==> src/rtl/muxn_pkg.sv <==
// Shared definitions for the muxn_scan sampler: mode encoding and index-width helpers.
package muxn_pkg;

  typedef enum logic {
    MODE_MANUAL = 1'b0,
    MODE_SCAN   = 1'b1
  } mode_e;

  function automatic int unsigned clog2(input int unsigned n);
    int unsigned r;
    int unsigned v;
    r = 0;
    v = 1;
    while (v < n) begin
      v = v << 1;
      r++;
    end
    return r;
  endfunction

  // Index width that never collapses to zero bits.
  function automatic int unsigned idx_width(input int unsigned n);
    return (clog2(n) < 1) ? 1 : clog2(n);
  endfunction

endpackage

==> src/rtl/muxn_scan_if.sv <==
// Control/data bundle between a source (master) and the muxn_scan sampler (slave).
interface muxn_scan_if
  import muxn_pkg::*;
#(
  parameter int unsigned WIDTH = 8,
  parameter int unsigned NCH   = 4
);
  localparam int unsigned SELW = idx_width(NCH);

  logic                   en;
  logic                   mode;
  logic [SELW-1:0]        sel;
  logic [NCH*WIDTH-1:0]   din;
  logic [WIDTH-1:0]       dout;
  logic [SELW-1:0]        ch;
  logic                   valid;
  logic                   tick;

  modport master (
    output en, mode, sel, din,
    input  dout, ch, valid, tick
  );

  modport slave (
    input  en, mode, sel, din,
    output dout, ch, valid, tick
  );
endinterface

==> src/rtl/muxn_scan_ctr.sv <==
// Round-robin channel counter: holds each channel for DWELL enabled cycles.
module muxn_scan_ctr
  import muxn_pkg::*;
#(
  parameter int unsigned NCH   = 4,
  parameter int unsigned DWELL = 4
) (
  input  logic                      clk,
  input  logic                      rst,
  input  logic                      en,
  input  logic                      clear,
  output logic [idx_width(NCH)-1:0] scan_ch,
  output logic                      first
);
  localparam int unsigned SELW = idx_width(NCH);
  localparam int unsigned CW   = idx_width(DWELL);
  localparam logic [CW-1:0]   DLAST = CW'(DWELL - 1);
  localparam logic [SELW-1:0] CLAST = SELW'(NCH - 1);

  logic [CW-1:0]   dwell_q, dwell_d;
  logic [SELW-1:0] ch_q, ch_d;

  always_comb begin
    dwell_d = dwell_q;
    ch_d    = ch_q;
    if (clear) begin
      dwell_d = '0;
      ch_d    = '0;
    end else if (dwell_q == DLAST) begin
      dwell_d = '0;
      ch_d    = (ch_q == CLAST) ? '0 : ch_q + 1'b1;
    end else begin
      dwell_d = dwell_q + 1'b1;
    end
  end

  always_ff @(posedge clk or posedge rst) begin
    if (rst) begin
      dwell_q <= '0;
      ch_q    <= '0;
    end else if (en) begin
      dwell_q <= dwell_d;
      ch_q    <= ch_d;
    end
  end

  assign scan_ch = ch_q;
  assign first   = (dwell_q == '0);
endmodule

==> src/rtl/muxn_scan.sv <==
// NCH-input, WIDTH-bit registered multiplexer with manual select or round-robin scan.
module muxn_scan
  import muxn_pkg::*;
#(
  parameter int unsigned WIDTH = 8,
  parameter int unsigned NCH   = 4,
  parameter int unsigned DWELL = 4
) (
  input  logic        clk,
  input  logic        rst,
  muxn_scan_if.slave  bus
);
  localparam int unsigned SELW = idx_width(NCH);

  logic [SELW-1:0]  scan_ch;
  logic             first;
  logic             is_scan;
  logic [SELW-1:0]  ch_cur;
  logic             in_range;
  logic [WIDTH-1:0] data_sel;

  logic [WIDTH-1:0] dout_q;
  logic [SELW-1:0]  ch_q;
  logic             valid_q;
  logic             tick_q, tick_d;

  assign is_scan = (bus.mode == MODE_SCAN);

  // Leaving scan mode clears the counter so the next scan entry starts at channel 0.
  muxn_scan_ctr #(
    .NCH   (NCH),
    .DWELL (DWELL)
  ) u_ctr (
    .clk     (clk),
    .rst     (rst),
    .en      (bus.en),
    .clear   (!is_scan),
    .scan_ch (scan_ch),
    .first   (first)
  );

  always_comb begin
    ch_cur   = is_scan ? scan_ch : bus.sel;
    in_range = ({1'b0, ch_cur} < (SELW + 1)'(NCH));
    data_sel = '0;
    for (int unsigned k = 0; k < NCH; k++) begin
      if (ch_cur == SELW'(k)) data_sel = bus.din[k*WIDTH +: WIDTH];
    end
    tick_d = bus.en & is_scan & first;
  end

  always_ff @(posedge clk or posedge rst) begin
    if (rst) begin
      dout_q  <= '0;
      ch_q    <= '0;
      valid_q <= 1'b0;
      tick_q  <= 1'b0;
    end else begin
      tick_q <= tick_d;
      if (bus.en) begin
        dout_q  <= data_sel;
        ch_q    <= ch_cur;
        valid_q <= in_range;
      end
    end
  end

  assign bus.dout  = dout_q;
  assign bus.ch    = ch_q;
  assign bus.valid = valid_q;
  assign bus.tick  = tick_q;
endmodule

==> src/flat_wrapper.sv <==
// flat-port wrapper written by rule: the top's interface ports become plain ports
module muxn_scan_flat import muxn_pkg::*;
#(
  parameter int unsigned WIDTH = 8,
  parameter int unsigned NCH   = 4,
  parameter int unsigned DWELL = 4
)
  (clk, rst, bus_en, bus_mode, bus_sel, bus_din, bus_dout, bus_ch, bus_valid, bus_tick);
  muxn_scan_if #(.WIDTH(WIDTH), .NCH(NCH)) bus_i ();
  input  logic clk;
  input  logic rst;
  input wire logic [$bits(bus_i.en)-1:0] bus_en;
  input wire logic [$bits(bus_i.mode)-1:0] bus_mode;
  input wire logic [$bits(bus_i.sel)-1:0] bus_sel;
  input wire logic [$bits(bus_i.din)-1:0] bus_din;
  output wire logic [$bits(bus_i.dout)-1:0] bus_dout;
  output wire logic [$bits(bus_i.ch)-1:0] bus_ch;
  output wire logic [$bits(bus_i.valid)-1:0] bus_valid;
  output wire logic [$bits(bus_i.tick)-1:0] bus_tick;
  assign bus_i.en = bus_en;
  assign bus_i.mode = bus_mode;
  assign bus_i.sel = bus_sel;
  assign bus_i.din = bus_din;
  assign bus_dout = bus_i.dout;
  assign bus_ch = bus_i.ch;
  assign bus_valid = bus_i.valid;
  assign bus_tick = bus_i.tick;
  muxn_scan #(.WIDTH(WIDTH), .NCH(NCH), .DWELL(DWELL)) u_core (.clk(clk), .rst(rst), .bus(bus_i));
endmodule
==> config.mk <==
export PLATFORM = sky130hd
export DESIGN_NAME = muxn_scan_flat
export DESIGN_NICKNAME = d
export VERILOG_FILES = /design/src/rtl/muxn_pkg.sv /design/src/rtl/muxn_scan_if.sv /design/src/rtl/muxn_scan_ctr.sv /design/src/rtl/muxn_scan.sv /design/src/flat_wrapper.sv
export SDC_FILE = /design/constraint.sdc
export NUM_CORES = 1
export LEC_CHECK = 0
export CORE_MARGIN = 3
export CORE_UTILIZATION = 35
export CTS_CLUSTER_SIZE = 10
export DETAILED_ROUTE_END_ITERATION = 10
export GPL_TIMING_DRIVEN = 0
export PLACE_DENSITY_LB_ADDON = 0.15
export REMOVE_ABC_BUFFERS = 1
export SLEW_MARGIN = 20
export SYNTH_ARGS = -nofsm -noshare
export SYNTH_HDL_FRONTEND = slang
export SYNTH_HIERARCHICAL = 1
export SYNTH_SLANG_ARGS = --single-unit
==> constraint.sdc <==
create_clock -name clk -period 3 [get_ports clk]
set_input_delay 0.6 -clock clk [delete_from_list [all_inputs] [get_ports clk]]
set_output_delay 0.6 -clock clk [all_outputs]
set_load 0.02 [all_outputs]
Yosys cells after proc, flatten, opt, wreduce, memory -nomap -nowiden --
Cells that the tools add are included.
Word-level totals: register bits after elaboration 16, bits of input ports 38, output and inout port bits 12
Cells by class: add/subtract/negate cells 2, equality and inequality tests 6, muxes and demuxes 10, bitwise operators 2, reductions and logical operators 3
Operators by type and width (number):
- $mux 8 | 4
- $mux 2 | 6
- $eq 2x2->1 const B | 4
- $add 2x1->2 const B | 2
- $logic_not 2->1 | 2
- $and 1x1->1 | 2
- $eq 2x1->1 const B | 1
- $ne 2x1->1 const B | 1
- $reduce_and 2->1 | 1

Depth between registers and ports, before layout --
Gate-level depths: netlist of the first run.
depth in word-level cells 6, gate-level depth with buffers 6

By module --
Netlist of the first run, hierarchy kept.
By module, submodules not included:
- muxn_scan | instances 1, cells an instance 78, area each 762.0 sq um, seq. area each 300.3 sq um
- muxn_scan_ctr | instances 1, cells an instance 22, area each 207.7 sq um, seq. area each 100.1 sq um

Worst setup path after synthesis of the first run --
OpenSTA, ideal clock, no wires.
path kind in2reg, from input port bus_mode, to register u_core.dout_q[0], in the netlist u_core/bus.dout[0], setup time 0.123 ns, arrival 1.482 ns, required time 2.877 ns, setup slack 1.395 ns, stages on the path 4, buffers on the path 1, cell sequence buf_6 a32o_1 a221o_1 o221a_2
On the way: word-level cells in the longest chain between the ends 6, elaborated cells on any way between the ends 9, classes of those cells 3 x eq/ne; 5 x mux; 1 x reduce/logical
RTL lines:
- from (decl) | line flat_wrapper.sv:13 | input wire logic [$bits(bus_i.mode)-1:0] bus_mode;
- $mux 2 * | line muxn_scan.sv:43 | ch_cur = is_scan ? scan_ch : bus.sel;
- $logic_not 2->1 | line muxn_scan.sv:47 | if (ch_cur == SELW'(k)) data_sel = bus.din[k*WIDTH +: WIDTH];
- $mux 8 (3 in a row) | line muxn_scan.sv:47
- $mux 8 * | line muxn_scan.sv:47
- to (signal assigned) | line muxn_scan.sv:61 | dout_q <= data_sel;
- to (decl) | line muxn_scan.sv:22 | logic [WIDTH-1:0] dout_q;
Mark *: on every way between the ends. The rest lies on a longest branch, timed or not. A chain may end at the register's enable or synchronous reset.

==> impl_metrics.yaml, run 1 <==
worst_setup_path:
  worst-r2r-cell-count: 3
  cp-end-kind: "flop"
  startpoint_type: "primary input"
  crit_arrival_ns: 2.56
  cp_max_fo: 29
  critPathKind: "primary input to flop"
  crit_required_ns: 3.17
hold_path:
  hp-class: "flop to flop"
  hold_depth: 1
logic_synthesis:
  synthesis.area_sq_um: 970
  synth_cells: 100
  syn_avg_cell_area_sq_um: 9.70
  ys_warn_count: 6
  synth_seq_cells: 16
  yosysSeqAreaShare: 0.413
  yosys.cell_types.count: 26
route:
  drt_first_pass_iters: 4
  dr.first_iter.drc_count: 26
  dr_total_vias: 995
  post_drt_wl_per_cell_um: 16.2
  routed_via_density: 5.65
  drt_wl_total_um: 2850
  drc_errors: 0
  ant_nets: 0
placement:
  finalWeightedCongestion: 0.681
  dp_slack_ns: 0.298
  placed_cell_area_sq_um: 1460
  io_buffers: 49
  hpwl_um: 2120
power:
  ir_drop_uv: 254
  total_power_w: 0.000564
  p_per_area_nw_per_um2: 380
  p_leak_nw: 0.582
  seq_power_share: 0.451
  switchingPower_w: 0.000165
  swShare: 0.292
  p_clk_frac: 0.194
  power_frac_comb: 0.354
  internal_power_w: 0.000400
timing:
  timing.fmax_mhz: 418
  fin_ws_ns: 0.608
  slew_headroom: 0.337
  fin_crit_sh: 0.797
  fin_worst_skew_ns: 0.00705
  finalHoldViolations: 0
  period_minus_slack_ns: 2.39
  slew_violations: 0
  hold_ws_ns: 0.472
  rsz0062_at_grt: "no"
  setup_viol: 0
  finalSetupTns_ns: 0
  worst_pin_slew_ns: 0.992
global_route:
  grt_max_degree: 30
  grt-ovfl-total: 0
  antenna_found_initial: 0
  grt_usage: 0.174
  grt_pass1_wl_um: 4530
  grt_pass1_vias: 952
clock_network:
  h-tree-depth: 1
  clock_path_buffers: 2
  cts_setup_buffers: 0
  cts_sinks: 16
  clkLatencyLatePin_ns: 0.28
  cts_root_buf: "clkbuf_4"
  cts_hold_buf: 0
  cts_buffers: 3
  tritoncts: "yes"
  cts.repair.resized: 0
  cts.reportedPaths.clkPinSlew_ns: 0.09
outcome:
  status: "complete, no violations"
die:
  die_area_sq_um: 3440
  start_util: 0.381
  num_rows: 18
  die_x_um: 58.6
  pin_count: 50
  coreArea_sq_um: 2540
  die_h_um: 58.6
cells_and_area:
  layout_common_cells: "clkdlybuf4s50_1 (49), nor2_1 (19), dfrtp_1 (16)"
  design_area_sq_um: 1490
  antennaDiodeCount: 0
  nNetsFinal: 188
  fillers: 213
  area_growth_pct: 53.2
  layout_commonest_cell: "clkdlybuf4s50_1"
  drive_gt1_frac: 0.103
flow_run:
  cap_violations: 0
-- stage by stage --
step / utilization / cells
floorplan: - / 94
detailed placement: 0.575 / 173
global route: 0.584 / 176
finish: 0.584 / 176
global placement: 0.575 / 173
CTS: 0.584 / 176
-- worst max-delay path, stage by stage --
cell	delay, ns
clkdlybuf4s50_1	1.12
nand2_1	0.45
o221a_2	0.38
-- final cells by class --
cell class | instances | area [sq um] | share of cell area
clock buffers | 3 | 22.5 | 0.0152
repair buffers | 49 | 490 | 0.330
inverters | 7 | 26.3 | 0.0177
multi-input cells | 71 | 508 | 0.342
well taps | 30 | 37.5 | 0.0253
flip-flops and latches | 16 | 400 | 0.270
-- synth_stat cells, drive strengths merged --
cell type | number | area (sq um)
nor2 | 19 | 71.3
dfrtp | 16 | 400
a221o | 8 | 80.1
o221a | 8 | 90.1
o221ai | 8 | 70.1
inv | 7 | 26.3
o21ai | 7 | 35.0
buf | 4 | 26.3
nand2 | 4 | 15.0
a21oi | 2 | 10.0
clkbuf | 2 | 8.75
ha | 2 | 25.0
nand2b | 2 | 12.5
nand3b | 2 | 15.0
a31oi | 1 | 6.26
a32o | 1 | 10.0
and3 | 1 | 6.26
mux2i | 1 | 10.0
nand3 | 1 | 5.00
o31ai | 1 | 21.3
or2 | 1 | 6.26
or3 | 1 | 11.3
or4 | 1 | 7.51
-- state kept, by name, summed over array words and instances, names as in the netlist --
name and count:
u_core/bus.ch 2, u_core/bus.dout 8, u_core/bus.tick 1, u_core/bus.valid 1
u_core/u_ctr/dwell_q 2, u_core/u_ctr/scan_ch 2
-- kinds of logic after synthesis --
family          count (synthesis)  synth area share
fa+ha+maj                       2            0.0258
compound gates                 36             0.333
simple gates                   32             0.155
flops                          16             0.413
mux                             1            0.0103
buf+inv                        13            0.0632
-- power by group through the flow --
stage | combinational [W] | sequential (W) | clock (W)
2_1_floorplan | 0.0000658 | 0.000281 | 0
3_3_place_gp | 0.000197 | 0.000258 | 0
3_5_place_dp | 0.000201 | 0.000259 | 0
4_1_cts | 0.000202 | 0.000255 | 0.000117
5_1_grt | 0.000217 | 0.000257 | 0.000125
6_report | 0.000200 | 0.000255 | 0.000110
-- per-layer routing --
| metal | vias to the layer above | part of all wire | global-route usage |
|---|---|---|---|
| met4 | 0 | 0.0053 | 0.0291 |
| met3 | 2 | 0.078 | 0.0592 |
| met2 | 36 | 0.51 | 0.301 |
| met1 | 478 | 0.41 | 0.211 |
| li1 | 479 | - | - |
| met5 | - | 0 | 0 |
-- final timing paths --
path / start / endpoint / slack, ns
worst max-delay path: bus_en / u_core/bus.dout[4] / 0.61
worst max register to register: u_core/u_ctr/scan_ch[1] / u_core/bus.dout[4] / 1.35
worst min-delay path: u_core/bus.valid / u_core/bus.valid / 0.47
min in group asynchronous: rst / u_core/u_ctr/dwell_q[1] / 0.53
max in group asynchronous: rst / u_core/bus.dout[4] / 1.98
worst min register to register: u_core/bus.valid / u_core/bus.valid / 0.47
Note: power is estimated with default switching activity, not from simulation.
==> inputs of run 2 (changes only) <==
clock period = 2.45 ns   (was 3 ns; I/O delays follow)
==> results of run 2 <==
The final DEF is identical to that of run 1. Status: complete, no violations.
Among the figures that moved: setup slack after placement 0.298 ns -> -0.142 ns; clock-pin slew on the worst setup and hold paths 0.09 ns -> 0.08 ns; setup slack after layout 0.608 ns -> 0.168 ns; hold slack 0.472 ns -> 0.422 ns; register-to-register setup slack 1.35 ns -> 0.80 ns; total power 0.000564 W -> 0.000691 W; worst IR drop on VDD 254 uV -> 311 uV
==> inputs of run 3 (changes only) <==
SLEW_MARGIN = not set   (was 20)
==> results of run 3 <==
The final DEF is identical to that of run 1. Status: complete, no violations.
Among the figures that moved: setup slack after placement 0.298 ns -> -0.142 ns; clock-pin slew on the worst setup and hold paths 0.09 ns -> 0.08 ns; setup slack after layout 0.608 ns -> 0.168 ns; hold slack 0.472 ns -> 0.422 ns; register-to-register setup slack 1.35 ns -> 0.80 ns; total power 0.000564 W -> 0.000691 W; worst IR drop on VDD 254 uV -> 311 uV
